`src/rtl/tone_period_meter.sv`:
```
// Tone period meter: measures the full period of an asynchronous square wave
// in clk cycles between accepted rising edges, strobes each new period,
// flags silence and classifies pitch movement (rising / falling / steady).
//
// Ports:
//   clk          system clock
//   resetn       synchronous active-low reset
//   tone_in      asynchronous square-wave input
//   period       last accepted full period in clk cycles
//   period_valid one-cycle strobe when period updates
//   silent       high while no valid tone is present
//   sweep_up     last period shorter than previous by more than HYST
//   sweep_down   last period longer than previous by more than HYST
module tone_period_meter #(
  parameter int unsigned CNT_W      = 16,
  parameter int unsigned MIN_PERIOD = 64,
  parameter int unsigned TIMEOUT    = 65535,
  parameter int unsigned HYST       = 16
) (
  input  logic             clk,
  input  logic             resetn,
  input  logic             tone_in,
  output logic [CNT_W-1:0] period,
  output logic             period_valid,
  output logic             silent,
  output logic             sweep_up,
  output logic             sweep_down
);

  localparam int unsigned EXT_W = CNT_W + 1;

  localparam logic [CNT_W-1:0] MIN_P   = CNT_W'(MIN_PERIOD);
  localparam logic [CNT_W-1:0] TMO     = CNT_W'(TIMEOUT);
  localparam logic [CNT_W-1:0] TMO_M1  = CNT_W'(TIMEOUT - 1);
  localparam logic [EXT_W-1:0] HYST_X  = EXT_W'(HYST);

  typedef enum logic {
    IDLE    = 1'b0,
    MEASURE = 1'b1
  } state_t;

  state_t           state, state_d;
  logic             s1, s2, s3;
  logic             rise_c;
  logic [CNT_W-1:0] cnt, cnt_d;
  logic [CNT_W-1:0] prev, prev_d;
  logic             have_prev, have_prev_d;
  logic [CNT_W-1:0] period_d;
  logic             period_valid_d, silent_d, sweep_up_d, sweep_down_d;
  logic [EXT_W-1:0] new_x, prev_x;
  logic             faster_c, slower_c;

  // Two-flop synchroniser plus history flop for edge detection
  always_ff @(posedge clk) begin
    if (!resetn) begin
      s1 <= 1'b0;
      s2 <= 1'b0;
      s3 <= 1'b0;
    end else begin
      s1 <= tone_in;
      s2 <= s1;
      s3 <= s2;
    end
  end

  assign rise_c = s2 & ~s3;

  // Sweep compare in one extra bit so the +HYST terms cannot wrap
  assign new_x    = EXT_W'(cnt);
  assign prev_x   = EXT_W'(prev);
  assign faster_c = have_prev && ((new_x + HYST_X) < prev_x);
  assign slower_c = have_prev && !faster_c && (new_x > (prev_x + HYST_X));

  // Next-state and next-output logic
  always_comb begin
    state_d        = state;
    cnt_d          = cnt;
    prev_d         = prev;
    have_prev_d    = have_prev;
    period_d       = period;
    period_valid_d = 1'b0;
    silent_d       = silent;
    sweep_up_d     = sweep_up;
    sweep_down_d   = sweep_down;

    case (state)
      IDLE: begin
        if (rise_c) begin
          cnt_d   = CNT_W'(1);
          state_d = MEASURE;
        end
      end
      MEASURE: begin
        if (cnt != TMO) begin
          cnt_d = cnt + CNT_W'(1);
        end
        if (rise_c && (cnt >= MIN_P)) begin
          period_d       = cnt;
          period_valid_d = 1'b1;
          cnt_d          = CNT_W'(1);
          silent_d       = 1'b0;
          sweep_up_d     = faster_c;
          sweep_down_d   = slower_c;
          prev_d         = cnt;
          have_prev_d    = 1'b1;
        end else if (!rise_c && (cnt == TMO_M1)) begin
          // No accepted edge for too long: drop the reference and go quiet
          silent_d     = 1'b1;
          sweep_up_d   = 1'b0;
          sweep_down_d = 1'b0;
          have_prev_d  = 1'b0;
          state_d      = IDLE;
        end
      end
      default: begin
        state_d = IDLE;
      end
    endcase
  end

  // State and output registers
  always_ff @(posedge clk) begin
    if (!resetn) begin
      state        <= IDLE;
      cnt          <= '0;
      prev         <= '0;
      have_prev    <= 1'b0;
      period       <= '0;
      period_valid <= 1'b0;
      silent       <= 1'b1;
      sweep_up     <= 1'b0;
      sweep_down   <= 1'b0;
    end else begin
      state        <= state_d;
      cnt          <= cnt_d;
      prev         <= prev_d;
      have_prev    <= have_prev_d;
      period       <= period_d;
      period_valid <= period_valid_d;
      silent       <= silent_d;
      sweep_up     <= sweep_up_d;
      sweep_down   <= sweep_down_d;
    end
  end

endmodule

```
`config.mk`:
```
export PLATFORM = sky130hd
export DESIGN_NAME = tone_period_meter
export DESIGN_NICKNAME = d
export VERILOG_FILES = /design/src/rtl/tone_period_meter.sv
export SDC_FILE = /design/constraint.sdc
export NUM_CORES = 1
export LEC_CHECK = 0
export CAP_MARGIN = 20
export CORE_AREA = 2 2 79 81
export DETAILED_ROUTE_END_ITERATION = 10
export DIE_AREA = 0 0 81 83
export PLACE_DENSITY = 0.85
export SLEW_MARGIN = 20
export SYNTH_ARGS = -nofsm -noshare
export SYNTH_HDL_FRONTEND = slang
export SYNTH_SLANG_ARGS = --single-unit
```
`constraint.sdc`:
```
create_clock -name clk -period 2.5 [get_ports clk]
set_input_delay 0.25 -clock clk [delete_from_list [all_inputs] [get_ports clk]]
set_output_delay 0.25 -clock clk [all_outputs]
set_load 0.05 [all_outputs]
```
==> results of run 1 <==
==> Yosys cell counts, types with 4 or more instances <==
cell type and n:
o2111ai_1 8, xnor2_1 16, nor2_1 12, nand3_1 26, mux2i_1 10, and3_1 5
nand4_1 8, o21ai_0 15, and2_1 11, inv_1 31, xor2_1 4, a2111o_1 6
nand2b_1 4, a21oi_1 14, dfxtp_1 41, clkbuf_1 8, nor2b_1 10, ha_1 34
nor3_1 8, a21boi_1 6, nand2_1 21, buf_2 5
==> state kept, by name (all words and copies together), names as in the netlist <==
name / flops
cnt: 16
have_prev: 1
period_valid: 1
prev: 16
s1: 1
s2: 1
s3: 1
silent: 1
state: 1
sweep_down: 1
sweep_up: 1
==> metrics by stage <==
step	setup TNS, ns	cells
5_1_grt	-0.136	474
6_report	0	474
3_3_place_gp	0	461
2_1_floorplan	0	355
4_1_cts	0	469
3_5_place_dp	-0.132	461
==> power groups by stage <==
stage	Sequential [uW]	Combinational, uW	Clock [uW]
after floorplan	673	42.0	0
after global placement	672	69.6	0
after detailed placement	672	71.1	0
after CTS	657	72.4	455
after global routing	656	79.5	478
final	656	74.5	450
==> final cells by class <==
class                   instances  area (sq um)
clock inverters                 3          16.3
flip-flops and latches         41           848
repair buffers                 53           453
multi-input cells             266          2110
well taps                      75          93.8
inverters                      31           116
fillers                       486          2110
clock buffers                   5          68.8
==> routing by layer <==
metal / wire length (microns) / global-route usage, % / up-vias
li1: - / - / 1375
met3: 562 / 4.89 / 55
met1: 3450 / 31.5 / 1374
met5: 0 / 0 / -
met4: 583 / 19.0 / 0
met2: 4150 / 42.4 / 138
==> logic make-up after synthesis <==
family                     after synthesis  share of synthesized area (%)
muxes                                   10                           3.33
adders and majority gates               34                           14.2
and+or+nand+nor                        120                           22.5
DFF                                     41                           27.3
AOI/OAI and AO/OA                       82                           20.0
xor gates and xnor gates                20                           5.84
buffers and inverters                   48                           6.84
==> final timing paths <==
check / cells after the start / start / endpoint / slack, ns
setup / recovery: 11 / cnt[8] / sweep_up / 0.005
hold / removal: 1 / s1 / s2 / 0.45
setup reg to reg: 11 / cnt[8] / sweep_up / 0.005
hold reg to reg: 1 / s1 / s2 / 0.45
==> critical path, stage by stage, from the launching register on <==
cell and delay [ns]:
dfxtp_2 0.35, buf_4 0.16, nand3_1 0.13, nor3_2 0.21, buf_4 0.16, xor2_1 0.24, ha_1 0.32, a21oi_2 0.16
o221ai_2 0.12, a211oi_2 0.26, nand4_1 0.14, a21boi_1 0.16
==> cells in the final DEF (no fill, tap or decap), types with 8 or more instances in the layout <==
master	instances
a21oi_1	12
and2_1	11
buf_4	31
clkdlybuf4s50_1	22
dfxtp_1	25
dfxtp_2	13
ha_1	33
inv_1	31
mux2i_1	10
nand2_1	20
nand3_1	23
nand4_1	8
nor2_1	10
nor2b_1	10
o2111ai_1	8
o21ai_0	15
xnor2_1	14
==> what timing repair did <==
item | in CTS | in global routing
setup buffers | 0 | 5
pin swaps | 0 | 14
resized for setup | 3 | 23
endpoints found under the setup margin | 2 | 2
==> metrics.txt, run 1 <==
worst setup margin 0.00542 ns; final layout net count approximately 440; number of hold violations in the final report 0; count of yosys warnings during synthesis 0; endpoint arrival time on the critical path 2.74 ns; placed inst area about 3500 sq um; minimum period implied by the final worst setup slack 2.49 ns; # rows 28; crit-path max FO 7; CTS tree built; number of max-cap violations 0; layout overhead on the synthesized area 23.5%; Power Dens Cells 319 nW/um^2; net switching power of the design ~300 uW; worst clock skew on the final layout between 0.004 and 0.005 ns; number of I/O pins 23; share of the core filled with cells in the final layout 63.7%; internal power ~870 uW; ratio of routed vias to standard cells 6.21; run status completed; remaining antenna violation count after routing 0; Area contributors post-synth dfxtp_1, ha_1, xnor2_1; total count of max-transition violations in the final report 0; cell count after synthesis between 300 and 400; post-synth top area share a little over a quarter; number of nets produced by synthesis 392; max-slew headroom at the worst pin 45.4%; portion of the clock cycle consumed by the worst path in the final layout 99.8%; horizontal die dimension between 80 and 90 microns; logic gate share of total power under 10%; total power approximately 1200 uW; Clk Latency, worst-skew pair 0.31 ns; worst setup path category register to register; total CTS buffers 5; global-route wire length before repair 13900 microns; per-instance average area after synthesis 8.46 sq um; endpoint kind of the worst setup timing path register; area of the mapped netlist between 3000 and 4000 sq um; async set-reset flop share out of synthesis 0%; Netlist cell types 58; sequential-to-total area share from yosys stat 27.3%; total length of routed wires 8750 microns; type of origin of the critical path register; Final HPWL DP 6400 microns; via count 2942; number of buffers inserted for hold repair after clock tree synthesis 0; antenna diode count 0; Overflow after GRT 0; setup repair after global routing missed its margin yes; DR WL/cell approximately 18 microns; total die area 6720 sq um; biggest area consumer among synthesized cells dfxtp_1; Clock Power Share 38.1%; Pre-antenna DRT Iters 5; tightest hold margin 0.455 ns; Clock Path Buffers 2; number of levels in the clock H-tree 2; classification of the worst-slack hold path register to register; pin count of the biggest net entering global routing 15; part of the power in registers 55.5%; post-placement setup slack -0.0770 ns; count of flip-flops with a built-in enable after synthesis 0; worst-case vdd ir drop about 0.28 mV; input/output buffers 22; number of sinks handled by clock tree synthesis 41; switching portion of total power between 20% and 30%; core area 5820 sq um; root buffer cell clkbuf_8; synthesized flop and latch total 41; cell leakage power 0.00148 uW; die outline height 83 microns; drt drc 0; count of final setup violators 0; initial antenna violation count 0; Initial Util about half; GPL Wtd Cong 1.02; required time of the critical path approximately 2.7 ns; Max Fclk 0.401 GHz; ratio of cells with drive above 1 in the final layout 21.8%; Total Routing Usage GR 26.6%; via count of the first global-routing pass 2957; most common flop cell mapped by yosys dfxtp_1; actual slew at the worst max-slew pin 0.810 ns; Post-Layout Inst Area 3710 sq um; CTS clk-pin slew, worst paths approximately 0.090 ns; initial detailed-routing violation count between 200 and 250
Note: power is estimated with default switching activity, not from simulation.
==> run 2: changes to the inputs <==
CORE_AREA = 2 2 75 77   (was 2 2 79 81)
DIE_AREA = 0 0 77 79   (was 0 0 81 83)
PLACE_DENSITY = 0.89   (was 0.85)
RECOVER_POWER = 50   (was unset)
clock period = 2.3 ns   (was 2.5 ns; I/O delays follow)
==> metrics.txt, run 2 (same netlist as run 1, synthesis figures left out) <==
run status finished, violations left; violations in the final reports negative setup slack; crit-path max FO 4 (-3); Final HPWL DP 6710 microns (+4.8%); ratio of cells with drive above 1 in the final layout 29.2% (+7.4 points); total length of routed wires 10200 microns (+17%); Max Fclk 0.398 GHz (-0.76%); initial antenna violation count 0 (unchanged); Total Routing Usage GR 34.1% (+7.5 points); core area 5340 sq um (-8.2%); horizontal die dimension 77 microns (-4.9%); number of I/O pins 23 (unchanged); highest-count cells in the layout ignoring fill and taps buf_4, ha_1, inv_1; number of levels in the clock H-tree 2 (unchanged); Power Dens Cells 339 nW/um^2 (+6.5%); CTS tree built; number of buffers inserted for hold repair after clock tree synthesis 0 (unchanged); part of the power in registers 52.0% (-3.5 points); endpoint arrival time on the critical path 2.69 ns (-0.05 ns); classification of the worst-slack hold path register to register; portion of the clock cycle consumed by the worst path in the final layout 109% (+9.5 points); pin count of the biggest net entering global routing 15 (unchanged); via count 3280 (+11%); Clk Latency, worst-skew pair 0.31 ns (about the same); Initial Util 56.2% (+4.6 points); total count of max-transition violations in the final report 0 (unchanged); initial detailed-routing violation count 319 (+56%); startpoint of the lowest-slack register-to-register path prev[13]; total power 1360 uW (+15%); cell leakage power 0.00169 uW (+14%); Placed Cells 487 (+5.6%); endpoint kind of the worst setup timing path register; root buffer cell clkbuf_8; number of max-cap violations 0 (unchanged); worst-case vdd ir drop 0.345 mV (+25%); input/output buffers 22 (unchanged); worst setup path category register to register; total CTS buffers 5 (unchanged); minimum period implied by the final worst setup slack 2.51 ns (+0.0191 ns); remaining antenna violation count after routing 0 (unchanged); min-delay src s1; total die area 6080 sq um (-9.5%); type of origin of the critical path register; number of instances on the worst hold path 1 (unchanged); count of final setup violators 2 (+2); Worst Hold End s2; reg-to-reg critical path endpoint sweep_down; required time of the critical path 2.48 ns (-0.26 ns); via count of the first global-routing pass 3355 (+13%); CTS clk-pin slew, worst paths 0.09 ns (about the same); most common cell after layout, fill and taps aside buf_4; setup repair after global routing missed its margin yes; actual slew at the worst max-slew pin 0.888 ns (+0.0781 ns); Clock Path Buffers 2 (unchanged); worst clock skew on the final layout 0.00767 ns (+0.00290 ns); internal power 1010 uW (+16%); # rows 27 (-3.6%); final layout net count 467 (+7.4%); origin of the worst setup path prev[13]; Pre-antenna DRT Iters 7 (+2); logic gate share of total power 5.7% (-0.6 points); layout overhead on the synthesized area 33.7%; worst setup margin -0.214 ns (-0.219 ns); die outline height 79 microns (-4.8%); ratio of routed vias to standard cells 6.52 (+5.1%); antenna diode count 0 (unchanged); max-slew headroom at the worst pin 40.2% (-5.3 points); post-route non-filler standard cell count 503 (+6.1%); DR WL/cell 20.3 microns (+10%); path depth of the worst reg2reg path 9 (-2); number of sinks handled by clock tree synthesis 41 (unchanged); Clock Power Share 42.2% (+4.1 points); largest registers in the final layout cnt: 16 flops, prev: 16 flops; drt drc 0 (unchanged); net switching power of the design 350 uW (+14%); number of hold violations in the final report 0 (unchanged); global-route wire length before repair 16400 microns (+18%); Worst R2R Setup Slack -0.21 ns (-0.22 ns); switching portion of total power 25.7% (-0.38 points); Overflow after GRT 0 (unchanged); GPL Wtd Cong 0.928 (-9.1%)
[run 2: changes by cell type in the layout (fill, tap and decap cells not counted), sizes merged]
cell           previous run  this run
buf                      31        61
clkbuf                    5         8
clkdlybuf4s50            22         2
clkinv                    2         1
dlygate4sd3               0        20
[run 2: routing by layer]
| metal | GRT usage [%] | routed length [microns] |
|---|---|---|
| met1 | 38.6 | 3780 |
| met2 | 60.3 | 4780 |
| met3 | 7.16 | 940 |
| met4 | 18.9 | 724 |
| met5 | 0 | 0 |
[run 2: worst max-delay path by stage]
| stage | to | slack, ns | cells after the start |
|---|---|---|---|
| floorplan | sweep_down | -0.01 | 10 |
| detailed placement | sweep_up | -0.18 | 11 |
| global placement | sweep_up | -0.1 | 11 |
| CTS | sweep_down | -0.03 | 9 |
| finish | sweep_down | -0.21 | 9 |
| global route | sweep_down | -0.33 | 10 |
[run 2: timing repair]
| item | 4_1_cts | 5_1_grt |
|---|---|---|
| gates cloned | 0 | 0 |
| setup endpoints to repair | 2 | 3 |
| resized for setup | 25 | 12 |
| pin swaps | 13 | 6 |
| hold endpoints to repair | 0 | 0 |
| buffers inserted | 6 | 2 |
[run 2: metrics by stage]
stage               worst slack, ns  utilization (%)  hold WS, ns  area, sq um  TNS (ns)
floorplan                   -0.0144                -        0.357         3100   -0.0144
global placement            -0.0973             69.9        0.416         3730    -0.191
detailed placement           -0.179             69.9        0.431         3730    -0.354
CTS                         -0.0295             74.2        0.455         3960   -0.0377
global route                 -0.326             75.2        0.468         4010    -0.650
finish                       -0.214             75.2        0.447         4010    -0.266
[run 2: power groups by stage]
stage | Combinational (uW) | Clock [uW] | Sequential [uW]
detailed placement | 74.4 | 0 | 729
floorplan | 45.7 | 0 | 725
global placement | 72.2 | 0 | 728
CTS | 75.3 | 575 | 709
global route | 82.6 | 605 | 709
finish | 77.8 | 575 | 708
[run 2: area by class of cell]
class / count / area, sq um
multi-input combinational: 266 / 2120
fill: 364 / 1330
clock inverter: 2 / 15.0
sequential: 41 / 875
tap: 72 / 90.1
timing repair buffer: 85 / 706
inverter: 31 / 116
clock buffer: 6 / 93.8
[run 2: worst max-delay path: stages (launching register included)]
cell and delay [ns]:
dfxtp_2 0.38, inv_1 0.12, nor3_1 0.39, nand3_2 0.16
xnor2_1 0.15, ha_1 0.32, nand3_2 0.10, a311o_1 0.31
o311ai_1 0.34, o31ai_1 0.13
